`config.mk`:
```
export PLATFORM = sky130hd
export DESIGN_NAME = vc_route_stage
export DESIGN_NICKNAME = d
export VERILOG_FILES = /design/src/rtl/noc_pkg.sv /design/src/rtl/noc_xy_route.sv /design/src/rtl/vc_route_stage.sv
export SDC_FILE = /design/constraint.sdc
export NUM_CORES = 1
export LEC_CHECK = 0
export CAP_MARGIN = 10
export CORE_ASPECT_RATIO = 1.25
export CORE_MARGIN = 8
export CORE_UTILIZATION = 28
export CTS_BUF_LIST = sky130_fd_sc_hd__clkbuf_16
export DETAILED_ROUTE_END_ITERATION = 8
export HOLD_SLACK_MARGIN = 0.06
export PLACE_DENSITY = 0.68
export SETUP_SLACK_MARGIN = 0.5
export SLEW_MARGIN = 30
export SYNTH_ARGS = -nofsm -noshare
export SYNTH_HDL_FRONTEND = slang
export SYNTH_SLANG_ARGS = --single-unit
```
`constraint.sdc`:
```
create_clock -name clk -period 3.9 [get_ports clk]
set_clock_uncertainty 0.15 [all_clocks]
set_input_delay 1.17 -clock clk [delete_from_list [all_inputs] [get_ports clk]]
set_output_delay 1.17 -clock clk [all_outputs]
set_load 0.02 [all_outputs]
```
`src/rtl/noc_pkg.sv`:
```
// Shared NoC definitions: flit field layout, flit types, route one-hot bits and route-stage states.
package noc_pkg;

    localparam int unsigned FLIT_W   = 34;
    localparam int unsigned COORD_W  = 4;
    localparam int unsigned VC_W     = 2;
    localparam int unsigned ROUTE_W  = 5;

    // Flit field positions
    localparam int unsigned TYPE_LSB = 32;
    localparam int unsigned TYPE_W   = 2;
    localparam int unsigned DX_LSB   = 26;
    localparam int unsigned DY_LSB   = 22;

    // One-hot output-port request bit indices
    localparam int unsigned RT_LOCAL = 0;
    localparam int unsigned RT_NORTH = 1;
    localparam int unsigned RT_SOUTH = 2;
    localparam int unsigned RT_EAST  = 3;
    localparam int unsigned RT_WEST  = 4;

    typedef enum logic [TYPE_W-1:0] {
        FLIT_HEAD = 2'b00,
        FLIT_BODY = 2'b01,
        FLIT_RSVD = 2'b10,
        FLIT_TAIL = 2'b11
    } flit_type_e;

    typedef enum logic {
        ST_IDLE = 1'b0,
        ST_PKT  = 1'b1
    } route_state_e;

    function automatic flit_type_e flit_type(input logic [FLIT_W-1:0] flit);
        return flit_type_e'(flit[TYPE_LSB +: TYPE_W]);
    endfunction

endpackage

```
`src/rtl/noc_xy_route.sv`:
```
// Dimension-ordered XY routing: resolve X first, then Y, else deliver locally.
module noc_xy_route
    import noc_pkg::*;
#(
    parameter logic [COORD_W-1:0] ROUTER_X = '0,
    parameter logic [COORD_W-1:0] ROUTER_Y = '0
) (
    input  logic [COORD_W-1:0] dest_x_i,
    input  logic [COORD_W-1:0] dest_y_i,
    output logic [ROUTE_W-1:0] route_c_o
);

    always_comb begin
        route_c_o = '0;
        if (dest_x_i > ROUTER_X) begin
            route_c_o[RT_EAST] = 1'b1;
        end else if (dest_x_i < ROUTER_X) begin
            route_c_o[RT_WEST] = 1'b1;
        end else if (dest_y_i > ROUTER_Y) begin
            route_c_o[RT_NORTH] = 1'b1;
        end else if (dest_y_i < ROUTER_Y) begin
            route_c_o[RT_SOUTH] = 1'b1;
        end else begin
            route_c_o[RT_LOCAL] = 1'b1;
        end
    end

endmodule

```
`src/rtl/vc_route_stage.sv`:
```
// Router input-port route stage: pops flits from a VC buffer, XY-routes each head,
// holds the route for the packet and presents flit + request through one register stage.
module vc_route_stage
    import noc_pkg::*;
#(
    parameter logic [COORD_W-1:0] ROUTER_X = '0,
    parameter logic [COORD_W-1:0] ROUTER_Y = '0,
    parameter int unsigned        FLIT_W   = noc_pkg::FLIT_W
) (
    input  logic                clk,
    input  logic                arst,
    input  logic [FLIT_W-1:0]   fdata_i,
    input  logic [VC_W-1:0]     vc_id_i,
    input  logic                valid_i,
    output logic                ready_o,
    output logic [FLIT_W-1:0]   fdata_o,
    output logic [VC_W-1:0]     vc_id_o,
    output logic [ROUTE_W-1:0]  route_o,
    output logic                valid_o,
    input  logic                ready_i,
    output logic                locked_o,
    output logic                err_o
);

    route_state_e        state_q, state_d;
    logic                valid_q, valid_d;
    logic [FLIT_W-1:0]   fdata_q, fdata_d;
    logic [ROUTE_W-1:0]  route_q, route_d;
    logic [VC_W-1:0]     vc_q, vc_d;
    logic [ROUTE_W-1:0]  pkt_route_q, pkt_route_d;
    logic [VC_W-1:0]     pkt_vc_q, pkt_vc_d;
    logic                err_q, err_d;

    logic [ROUTE_W-1:0]  head_route;
    logic                in_fire;
    logic                out_fire;
    flit_type_e          in_type;

    noc_xy_route #(
        .ROUTER_X (ROUTER_X),
        .ROUTER_Y (ROUTER_Y)
    ) u_xy_route (
        .dest_x_i  (fdata_i[DX_LSB +: COORD_W]),
        .dest_y_i  (fdata_i[DY_LSB +: COORD_W]),
        .route_c_o (head_route)
    );

    // Skid-free pipeline: accept whenever the output slot is empty or draining this cycle
    assign ready_o  = ~valid_q | ready_i;
    assign in_fire  = valid_i & ready_o;
    assign out_fire = valid_q & ready_i;
    assign in_type  = flit_type_e'(fdata_i[TYPE_LSB +: TYPE_W]);

    always_ff @(posedge clk) begin
        if (!arst) begin
            state_q     <= ST_IDLE;
            valid_q     <= 1'b0;
            fdata_q     <= '0;
            route_q     <= '0;
            vc_q        <= '0;
            pkt_route_q <= '0;
            pkt_vc_q    <= '0;
            err_q       <= 1'b0;
        end else begin
            state_q     <= state_d;
            valid_q     <= valid_d;
            fdata_q     <= fdata_d;
            route_q     <= route_d;
            vc_q        <= vc_d;
            pkt_route_q <= pkt_route_d;
            pkt_vc_q    <= pkt_vc_d;
            err_q       <= err_d;
        end
    end

    always_comb begin
        state_d     = state_q;
        valid_d     = valid_q;
        fdata_d     = fdata_q;
        route_d     = route_q;
        vc_d        = vc_q;
        pkt_route_d = pkt_route_q;
        pkt_vc_d    = pkt_vc_q;
        err_d       = 1'b0;

        // Drained slot drops its request so route_o is zero whenever valid_o is low
        if (out_fire) begin
            valid_d = 1'b0;
            route_d = '0;
        end

        if (in_fire) begin
            case (in_type)
                FLIT_HEAD: begin
                    // A head inside a packet is flagged but still starts a fresh packet
                    err_d       = (state_q == ST_PKT);
                    state_d     = ST_PKT;
                    pkt_route_d = head_route;
                    pkt_vc_d    = vc_id_i;
                    valid_d     = 1'b1;
                    fdata_d     = fdata_i;
                    route_d     = head_route;
                    vc_d        = vc_id_i;
                end
                FLIT_TAIL: begin
                    if (state_q == ST_PKT) begin
                        state_d = ST_IDLE;
                        valid_d = 1'b1;
                        fdata_d = fdata_i;
                        route_d = pkt_route_q;
                        vc_d    = pkt_vc_q;
                    end else begin
                        err_d = 1'b1;
                    end
                end
                default: begin
                    if (state_q == ST_PKT) begin
                        valid_d = 1'b1;
                        fdata_d = fdata_i;
                        route_d = pkt_route_q;
                        vc_d    = pkt_vc_q;
                    end else begin
                        err_d = 1'b1;
                    end
                end
            endcase
        end
    end

    assign valid_o  = valid_q;
    assign fdata_o  = fdata_q;
    assign route_o  = route_q;
    assign vc_id_o  = vc_q;
    assign locked_o = (state_q == ST_PKT);
    assign err_o    = err_q;

endmodule

```
* Word level (Yosys, flattened, before mapping) *
Index checks and enable logic that the tools add are counted.

operators by class
  mux-type cells = 25
  bitwise operators = 4
  $lt $le $gt $ge = 4
  reduce and logical (&&, ||, !) cells = 7
  equal/unequal tests = 1

operators by type and width
  kind                  count
  $mux W34              2
  $mux W5               4
  $mux W1               14
  $gt A4 B1 Y1 const B  2
  $lt A4 B1 Y1 const B  2
  $reduce_and A2 Y1     4
  $mux W3               2
  $mux W2               2
  $reduce_bool A2 Y1    2
  $and A1 B1 Y1         2
  $eq A2 B2 Y1 const B  1
  $logic_not A2 Y1      1
  $pmux W1 S2           1
  $not A1 Y1            1
  $or A1 B1 Y1          1

storage, ports and cells
  output and inout port bits = 45
  logic and storage cells = 49
  input bits = 40
  bits in registers = 51

* Longest topological paths before layout *
Gate-level depths: netlist (run 1).

  depth in word-level cells = 7
  gate-level depth with buffers = 9
  gate-level depth less buffers = 7

* Hierarchy *
Synthesis (run 1) repeated with hierarchy kept, for this count alone.

second synthesis, totals
  cell total of the unflattened synthesis = 251
  area, all modules = 2119.5 µm²

by module, submodules not included
  module          times used  cells each  seq. area each (µm²)  area each (µm²)
  vc_route_stage  1           244         1021.0                2058.2
  noc_xy_route    1           7           0.0                   61.3

* Least setup slack after synthesis (run 1) *
OpenSTA, ideal clock, no wires.

  kind = input to output
  start point = input ready_i
  end point = output ready_o
  path buffers = 0
  setup slack = 1.068 ns
  stages on the path = 2
  arrival = 1.512 ns
  data required time = 2.580 ns
  cell sequence = and2b_4 > inv_2

on the way
  word-level cells in the longest chain between the ends = 1

RTL lines
  what             line                  text
  start, declared  vc_route_stage.sv:20  input logic ready_i,
  $or A1 B1 Y1     vc_route_stage.sv:49  assign ready_o = ~valid_q | ready_i;
  end, declared    vc_route_stage.sv:15  output logic ready_o,

Every way passes these cells.

* Worst setup path in the final report (run 1) *
Same ends and word-level chain as after synthesis.

==> impl_metrics.ini, run 1 <==
[min_path]
min_path_type = flip-flop to flip-flop

[sta]
setup_violations = 0
period_minus_slack_ns = 3.35
rsz0062_at_grt = no
final_hold_viol_count = 0
timing.final.max_slew_violations = 0
setup_tns_ns = 0
tightest_slew_ns = 0.579
clock.fmax_ghz = 0.299
layout_worst_path_cycle_share_pct = 85.8
slew_headroom_pct = 61.3

[synth]
synth-edff-count = 0
synth_top_area_share_pct = 48.8
yosysUniqueCellTypes = 35
ys.flop_type = dfxtp_1
synthesis.nets = 273
synth_seq_cells = 49
synth_top_area_cell = dfxtp_1
synth_area_leaders = dfxtp_1 (49%), nand2_1 (14%), a21boi_1 (13%)
yosysMostFrequentCell = nand2_1
syn_area_per_cell_um2 = 8.74
synth_area_mm2 = 0.00201
ys_seq_area_share_pct = 48.8
syn_inst = 230
ys_async_sr_fraction_pct = 0
synth_common_cells = nand2_1 (75), dfxtp_1 (49), a21boi_1 (34), buf_2 (7)
yosysWarningCount = 0

[finish]
area_delta_synth_final_pct = 56.7
finalInstanceArea_mm2 = 0.00315
antenna_cells = 0
drive_above_1_share_pct = 9.18
post-route-util_pct = 45.1
n_fill_cell = 686
nets = 358

[clock_network]
holdBufCountCts = 0
max-clock-path-buffers = 2
h-tree-depth = 2
clk_pin_slew_worst_paths_ns = 0.06
clk_latency_ns = 0.28
cts_tree = done
root_buffer = clkbuf_16
cts_inserted_buffers = 5
numClockSinks = 49

[routing]
ant_nets = 0
first_pass_iters = 4
wirelength_mm = 5.44
drt-initial-drc-count = 41
route.detailed.drc = 0
via_count = 1807
viasPerCell = 4.45
post_drt_wl_per_cell_um = 13.4

[worst_setup_path]
path_class = primary input to output port
end_kind = output port
cp-start-kind = primary input
cp_max_fo = 2
cp.arrival_ns = 2.03
cp.required_ns = 2.58

[global_route]
grt_usage_pct = 11.1
grt_overflow = 0
grt_pass1_wl_mm = 9.38
grt_max_degree = 30
antenna_found_initial = 0
grt_pass1_vias = 1907

[run_status]
status = complete, no violations

[floorplan]
pin_count = 85
die_y_um = 111
fp.dieW_um = 91.8
core_mm2 = 0.00698
rows = 34
die-area_mm2 = 0.0102
initial_utilization_pct = 28.8

[placement]
port_buffers = 84
place_area_mm2 = 0.00295
hpwlAfterDp_mm = 4.13
place.gp.congestion = 0.814

[pwr]
ir_drop_uv = 228
pwr_density_cell_mw_per_mm2 = 407
p_leak_uw = 0.00119

[job]
maxCapViolations = 0
through the flow:
stage / hold WS, ns / worst slack (ns) / power (uW) / instances
2_1_floorplan: 0.285 / 1.07 / 646 / 230
3_5_place_dp: 0.274 / 0.0442 / 753 / 397
3_3_place_gp: 0.272 / 0.0754 / 751 / 397
4_1_cts: 0.284 / 0.525 / 1310 / 406
5_1_grt: 0.319 / 0.517 / 1350 / 406
6_report: 0.285 / 0.554 / 1280 / 406
timing repair:
| action | CTS | global route |
|---|---|---|
| setup buffers | 1 | 0 |
| endpoints found under the setup margin | 1 | 1 |
| resized for setup | 4 | 2 |
| pin swaps | 0 | 0 |
placed cells by master (no fill, tap or decap), drive strengths merged:
cell type,n
a21o,1
nand2,76
nor3,3
clkinv,1
o22ai,2
o31ai,1
nor3b,1
nor2b,5
dfxtp,49
buf,9
and2b,2
o211a,3
a221o,2
and3,2
inv,8
or3,1
clkbuf,5
ha,3
a21oi,2
or4,3
o211ai,1
bufinv,2
nor2,6
o21ai,1
a21boi,35
mux2i,6
nor4,1
clkdlybuf4s50,83
o21a,2
state kept, by name (all words and copies together) (netlist names):
signal and cells:
err_o 1, vc_id_o 2, locked_o 1, route_o 5, pkt_vc_q 2, valid_o 1
fdata_o 34, pkt_route_q 3
kinds of logic (layout without fill, tap and decap cells):
kind of cell | count (synthesis) | count (layout) | share of synthesized area (%)
flops | 49 | 49 | 48.8
compound gates | 50 | 50 | 18.8
simple gates | 100 | 100 | 22.7
buf+inv | 22 | 108 | 4.79
mux | 6 | 6 | 2.99
fa+ha+maj | 3 | 3 | 1.87
report_power, final:
part / leakage (uW) / internal [uW] / switching (uW) / total [uW]
Combinational: 0.000693 / 107 / 93.9 / 201
Sequential: 0.000399 / 524 / 13.6 / 537
Clock: 0.0000938 / 366 / 179 / 545
Total: 0.00119 / 996 / 286 / 1280
final cells by class:
cell class	instances	area (um2)	share of cell area, %
Multi-Input combinational cell	159	937	29.8
Sequential cell	49	981	31.1
Tap cell	90	113	3.58
Inverter	8	30.0	0.954
Clock inverter	3	65.1	2.07
Clock buffer	5	125	3.97
Timing Repair Buffer	92	898	28.5
routing by layer:
layer | up-vias | GRT usage [%] | routed length [um]
met5 | - | 0 | 0
met2 | 61 | 19.3 | 2750
met1 | 814 | 11.9 | 2190
met3 | 4 | 4.54 | 455
met4 | 0 | 3.13 | 38
li1 | 928 | - | -
final timing paths:
check,startpoint,end,slack (ns),depth (start not counted)
worst min-delay path,route_o[2],route_o[2],0.28,2
worst max register to register,locked_o,fdata_o[17],2.03,6
worst max-delay path,ready_i,ready_o,0.55,4
worst min register to register,route_o[2],route_o[2],0.28,2
critical path, stage by stage:
cell	delay, ns
clkdlybuf4s50_1	0.41
and2b_4	0.26
inv_2	0.04
buf_4	0.15
Note: power is estimated with default switching activity, not from simulation.
==> inputs of run 2 (changes only) <==
ABC_AREA = 1   (was not set)
DONT_BUFFER_PORTS = 1   (was not set)
PLACE_DENSITY = 0.52   (was 0.68)
==> impl_metrics.ini, run 2 <==
[run_status]
status = complete, no violations

[synth]
synth-edff-count = 0
yosysWarningCount = 0
ys_seq_area_share_pct = 47.5
synth_xor_area_share_pct = 0
yosysUniqueCellTypes = 21
synth-simple-area-share_pct = 29.8
ys_async_sr_fraction_pct = 0
synth_area_leaders = dfxtp_1 (47%), a21oi_1 (11%), nand2_1 (10%)
synth_compound_area_share_pct = 12.1
ys.flop_type = dfxtp_1
yosysMostFrequentCell = nand2_1
synth_common_cells = nand2_1 (56), dfxtp_1 (49), a21oi_1 (45), nand3_1 (32), nor2_1 (19)
synth_fa_ha_area_share_pct = 1.82
synth_mux_area_share_pct = 0
syn_area_per_cell_um2 = 7.91
synthesis.nets = 304
synth_top_area_share_pct = 47.5
synth_area_mm2 = 0.00207
syn_inst = 261
synth_top_area_cell = dfxtp_1
synth_seq_cells = 49
synth_top_family_by_area = simple AND/OR/NAND/NOR gates

[sta]
layout_worst_path_cycle_share_pct = 68.8
tightest_slew_ns = 0.619
final_hold_viol_count = 0
slew_headroom_pct = 58.5
clock.fmax_ghz = 0.373
setup_tns_ns = 0
setup_violations = 0
timing.final.max_slew_violations = 0
rsz0062_at_grt = no
period_minus_slack_ns = 2.68

[floorplan]
initial_utilization_pct = 28.4
die-area_mm2 = 0.0104
rows = 35
core_mm2 = 0.00727
pin_count = 85
fp.dieW_um = 92.8
die_y_um = 112

[routing]
drt-initial-drc-count = 60
post_drt_wl_per_cell_um = 16.2
viasPerCell = 4.76
wirelength_mm = 5.66
via_count = 1662
first_pass_iters = 4
ant_nets = 0
route.detailed.drc = 0

[global_route]
grt_pass1_wl_mm = 8.89
grt_usage_pct = 10.8
grt_pass1_vias = 1602
antenna_found_initial = 0
grt_max_degree = 40
grt_overflow = 0

[finish]
antenna_cells = 0
area_delta_synth_final_pct = 9.39
final_common_cell = nand2_1
final-seq-area_um2 = 981
largest_reg_flops = 34
finalInstanceArea_mm2 = 0.00226
nets = 299
drive_above_1_share_pct = 11.7
most-common-layout-cells = nand2_1 (56), dfxtp_1 (49), a21oi_1 (45), nand3_1 (32), nor2_1 (19)
layoutNonFillerInstCount = 349
multi_input_area_um2 = 903
n_fill_cell = 817

[placement]
place.gp.congestion = 0.772
port_buffers = 0
place_area_mm2 = 0.00209
place_inst = 341
hpwlAfterDp_mm = 4.08

[worst_setup_path]
cp_max_fo = 36
cp.required_ns = 3.90
crit_path_cell_trace = inv_1 > ha_1 > inv_1 > ha_1 > inv_2 > nand2_4 > nand2_1 > a21oi_1
slowest_delay_ns = 0.32
cp.arrival_ns = 2.69
crit_start = fdata_i[32]
crit_path_top_delay_cell = nand2_4
cp-start-kind = primary input
reg2regPathDepth = 6
end_kind = flip-flop
reg2reg_from = locked_o
path_class = primary input to flip-flop

[min_path]
min-delay-start = pkt_vc_q[0]
min_path_type = flip-flop to flip-flop
holdPathStages = 2

[clock_network]
clk_pin_slew_worst_paths_ns = 0.06
max-clock-path-buffers = 2
h-tree-depth = 2
root_buffer = clkbuf_16
clk_latency_ns = 0.28
cts_resized = 0
cts_tree = done
numClockSinks = 49
cts_inserted_buffers = 5
holdBufCountCts = 0
post_cts_buffers = 0

[pwr]
p_leak_uw = 0.000848
ir_drop_uv = 188
pwr_density_cell_mw_per_mm2 = 519

[job]
maxCapViolations = 0
run 2: cell count changes after synthesis, sizes merged, moves of 3 or more:
cell	delta
a21oi	+43
nand3	+43
a21boi	-35
nand2	-17
nor2	+13
inv	+10
mux2i	-6
nor2b	-5
o21ai	+4
o211a	-3
or2	+3
or4	-3
run 2: cell type report:
type	count	area share, %
Tap cell	92	5.09
Clock inverter	3	2.05
Multi-Input combinational cell	179	40.0
Timing Repair Buffer	2	0.664
Inverter	19	3.27
Sequential cell	49	43.4
Clock buffer	5	5.54
run 2: final timing paths:
| check | end | slack [ns] |
|---|---|---|
| setup / recovery | fdata_o[14] | 1.22 |
| hold reg to reg | pkt_vc_q[0] | 0.29 |
| hold / removal | pkt_vc_q[0] | 0.29 |
| setup reg to reg | fdata_o[14] | 1.82 |
run 2: metal layers:
metal | part of all wire, % | vias up | track usage (%)
li1 | - | 840 | -
met1 | 36 | 740 | 10.9
met2 | 49 | 75 | 18.5
met3 | 13 | 7 | 5.67
met4 | 1.5 | 0 | 3.88
met5 | 0 | - | 0
run 2: worst max-delay path, delay by kind of cell:
kind | cells | cell delay, ns
fa+ha+maj | 2 | 0.50
compound gates | 1 | 0.07
simple gates | 2 | 0.48
buf+inv | 3 | 0.45
run 2: through the flow:
| step | util, % | hold WS (ns) | worst slack [ns] | total power [uW] |
|---|---|---|---|---|
| 5_1_grt | 31.1 | 0.320 | 1.01 | 1240 |
| 2_1_floorplan | - | 0.274 | 1.28 | 676 |
| 3_5_place_dp | 28.7 | 0.290 | 0.906 | 695 |
| 6_report | 31.1 | 0.295 | 1.22 | 1170 |
| 3_3_place_gp | 28.7 | 0.282 | 0.983 | 692 |
| 4_1_cts | 31.1 | 0.301 | 1.21 | 1190 |
run 2: cells by family after synthesis:
logic type,count (synthesis)
and+or+nand+nor,126
adders and majority gates,3
DFF,49
AOI/OAI and AO/OA,50
buffers and inverters,33
run 2: power breakdown:
group	leakage [uW]	switching, uW	internal [uW]
clock	0.0000800	190	304
sequential	0.000399	46.9	526
combinational	0.000369	72.9	33.9
==> inputs of run 3 (changes only) <==
clock period = 2.5 ns   (was 3.9 ns; I/O delays follow)
==> impl_metrics.ini, run 3 (synthesis results as in run 2) <==
[sta]
rsz0062_at_grt = no
setup_violations = 0
setup_tns_ns = 0
slew_headroom_pct = 73.6
timing.final.max_slew_violations = 0
clock.fmax_ghz = 0.528
final_hold_viol_count = 0
period_minus_slack_ns = 1.89
tightest_slew_ns = 0.396
layout_worst_path_cycle_share_pct = 75.7

[worst_setup_path]
cp.arrival_ns = 1.96
reg2regPathDepth = 6
cp-endpoint = fdata_o[29]
cp.required_ns = 2.56
reg2reg_from = locked_o
cp-start-kind = primary input
r2r_slack_ns = 0.66
path_class = primary input to flip-flop
end_kind = flip-flop
cp_max_fo = 21
rr_endpoint = fdata_o[29]
crit_start = fdata_i[32]

[clock_network]
numClockSinks = 49
cts_inserted_buffers = 5
clk_latency_ns = 0.29
cts_tree = done
post_cts_buffers = 0
cts_resized = 0
holdBufCountCts = 0
root_buffer = clkbuf_16
max-clock-path-buffers = 2
clk_pin_slew_worst_paths_ns = 0.07
h-tree-depth = 2

[finish]
largest_reg_flops = 34
drive_above_1_share_pct = 12.7
final_common_cell = nand2_1
most-common-layout-cells = nand2_1 (56), dfxtp_1 (49), a21oi_1 (45), nand3_1 (32), nor2_1 (19)
antenna_cells = 0
area_delta_synth_final_pct = 9.75
nets = 302

[routing]
drt-initial-drc-count = 62
ant_nets = 0
first_pass_iters = 4
post_drt_wl_per_cell_um = 16.3
via_count = 1703
viasPerCell = 4.84
route.detailed.drc = 0
wirelength_mm = 5.75

[job]
maxCapViolations = 0

[placement]
place.gp.congestion = 0.775
hpwlAfterDp_mm = 4.17
port_buffers = 0

[min_path]
min_path_type = flip-flop to flip-flop

[global_route]
grt_max_degree = 37
grt_usage_pct = 10.8
antenna_found_initial = 0
grt_pass1_vias = 1618
grt_pass1_wl_mm = 8.80
grt_overflow = 0

[pwr]
p_leak_uw = 0.000850
pwr_density_cell_mw_per_mm2 = 763
finalPower_uw = 1730
ir_drop_uv = 272

[floorplan]
pin_count = 85
die-area_mm2 = 0.0104
die_y_um = 112
rows = 35
initial_utilization_pct = 28.4
core_mm2 = 0.00727
fp.dieW_um = 92.8

[run_status]
status = complete, no violations
-- run 3: area by class of cell --
type / count / area, um2
tap: 92 / 115
inverter: 19 / 73.8
sequential: 49 / 981
timing repair buffer: 5 / 37.5
clock inverter: 3 / 18.8
clock buffer: 5 / 125
multi-input combinational: 179 / 916
fill: 807 / 5000
-- run 3: per-layer routing --
| layer | vias to the layer above | share of wire [%] | global-route usage (%) |
|---|---|---|---|
| met5 | - | 0 | 0 |
| met4 | 0 | 2.0 | 5.39 |
| met3 | 9 | 11 | 5.74 |
| met2 | 66 | 46 | 17.2 |
| met1 | 776 | 41 | 11.4 |
| li1 | 852 | - | - |
-- run 3: per-stage QoR --
| stage | instances | utilization (%) | setup WS (ns) | cell area [um2] | hold WS, ns |
|---|---|---|---|---|---|
| floorplan | 261 | - | 0.521 | 2080 | 0.274 |
| global placement | 344 | 29.2 | 0.377 | 2120 | 0.285 |
| detailed placement | 344 | 29.2 | 0.330 | 2120 | 0.291 |
| CTS | 352 | 31.2 | 0.605 | 2270 | 0.302 |
| global route | 352 | 31.2 | 0.510 | 2270 | 0.332 |
| finish | 352 | 31.2 | 0.607 | 2270 | 0.297 |
-- run 3: worst min path at each step --
stage,from,end,slack [ns],depth (start not counted)
after floorplan,pkt_vc_q[0],pkt_vc_q[0],0.27,2
after global placement,pkt_vc_q[1],pkt_vc_q[1],0.29,2
after detailed placement,pkt_vc_q[0],pkt_vc_q[0],0.29,2
after CTS,pkt_vc_q[0],pkt_vc_q[0],0.30,2
after global routing,pkt_vc_q[0],pkt_vc_q[0],0.33,2
final,pkt_vc_q[0],pkt_vc_q[0],0.30,2
-- run 3: report_power, final --
| group | internal (uW) | total [uW] | leakage (uW) | switching (uW) |
|---|---|---|---|---|
| combinational | 59.2 | 177 | 0.000384 | 117 |
| clock | 367 | 661 | 0.0000672 | 294 |
| sequential | 820 | 893 | 0.000399 | 72.6 |
-- run 3: critical path, stage by stage --
cell and delay (ns):
inv_1 0.07, ha_4 0.19, inv_1 0.06, ha_1 0.19
inv_2 0.08, buf_4 0.30, nand3_1 0.11, a21oi_1 0.18
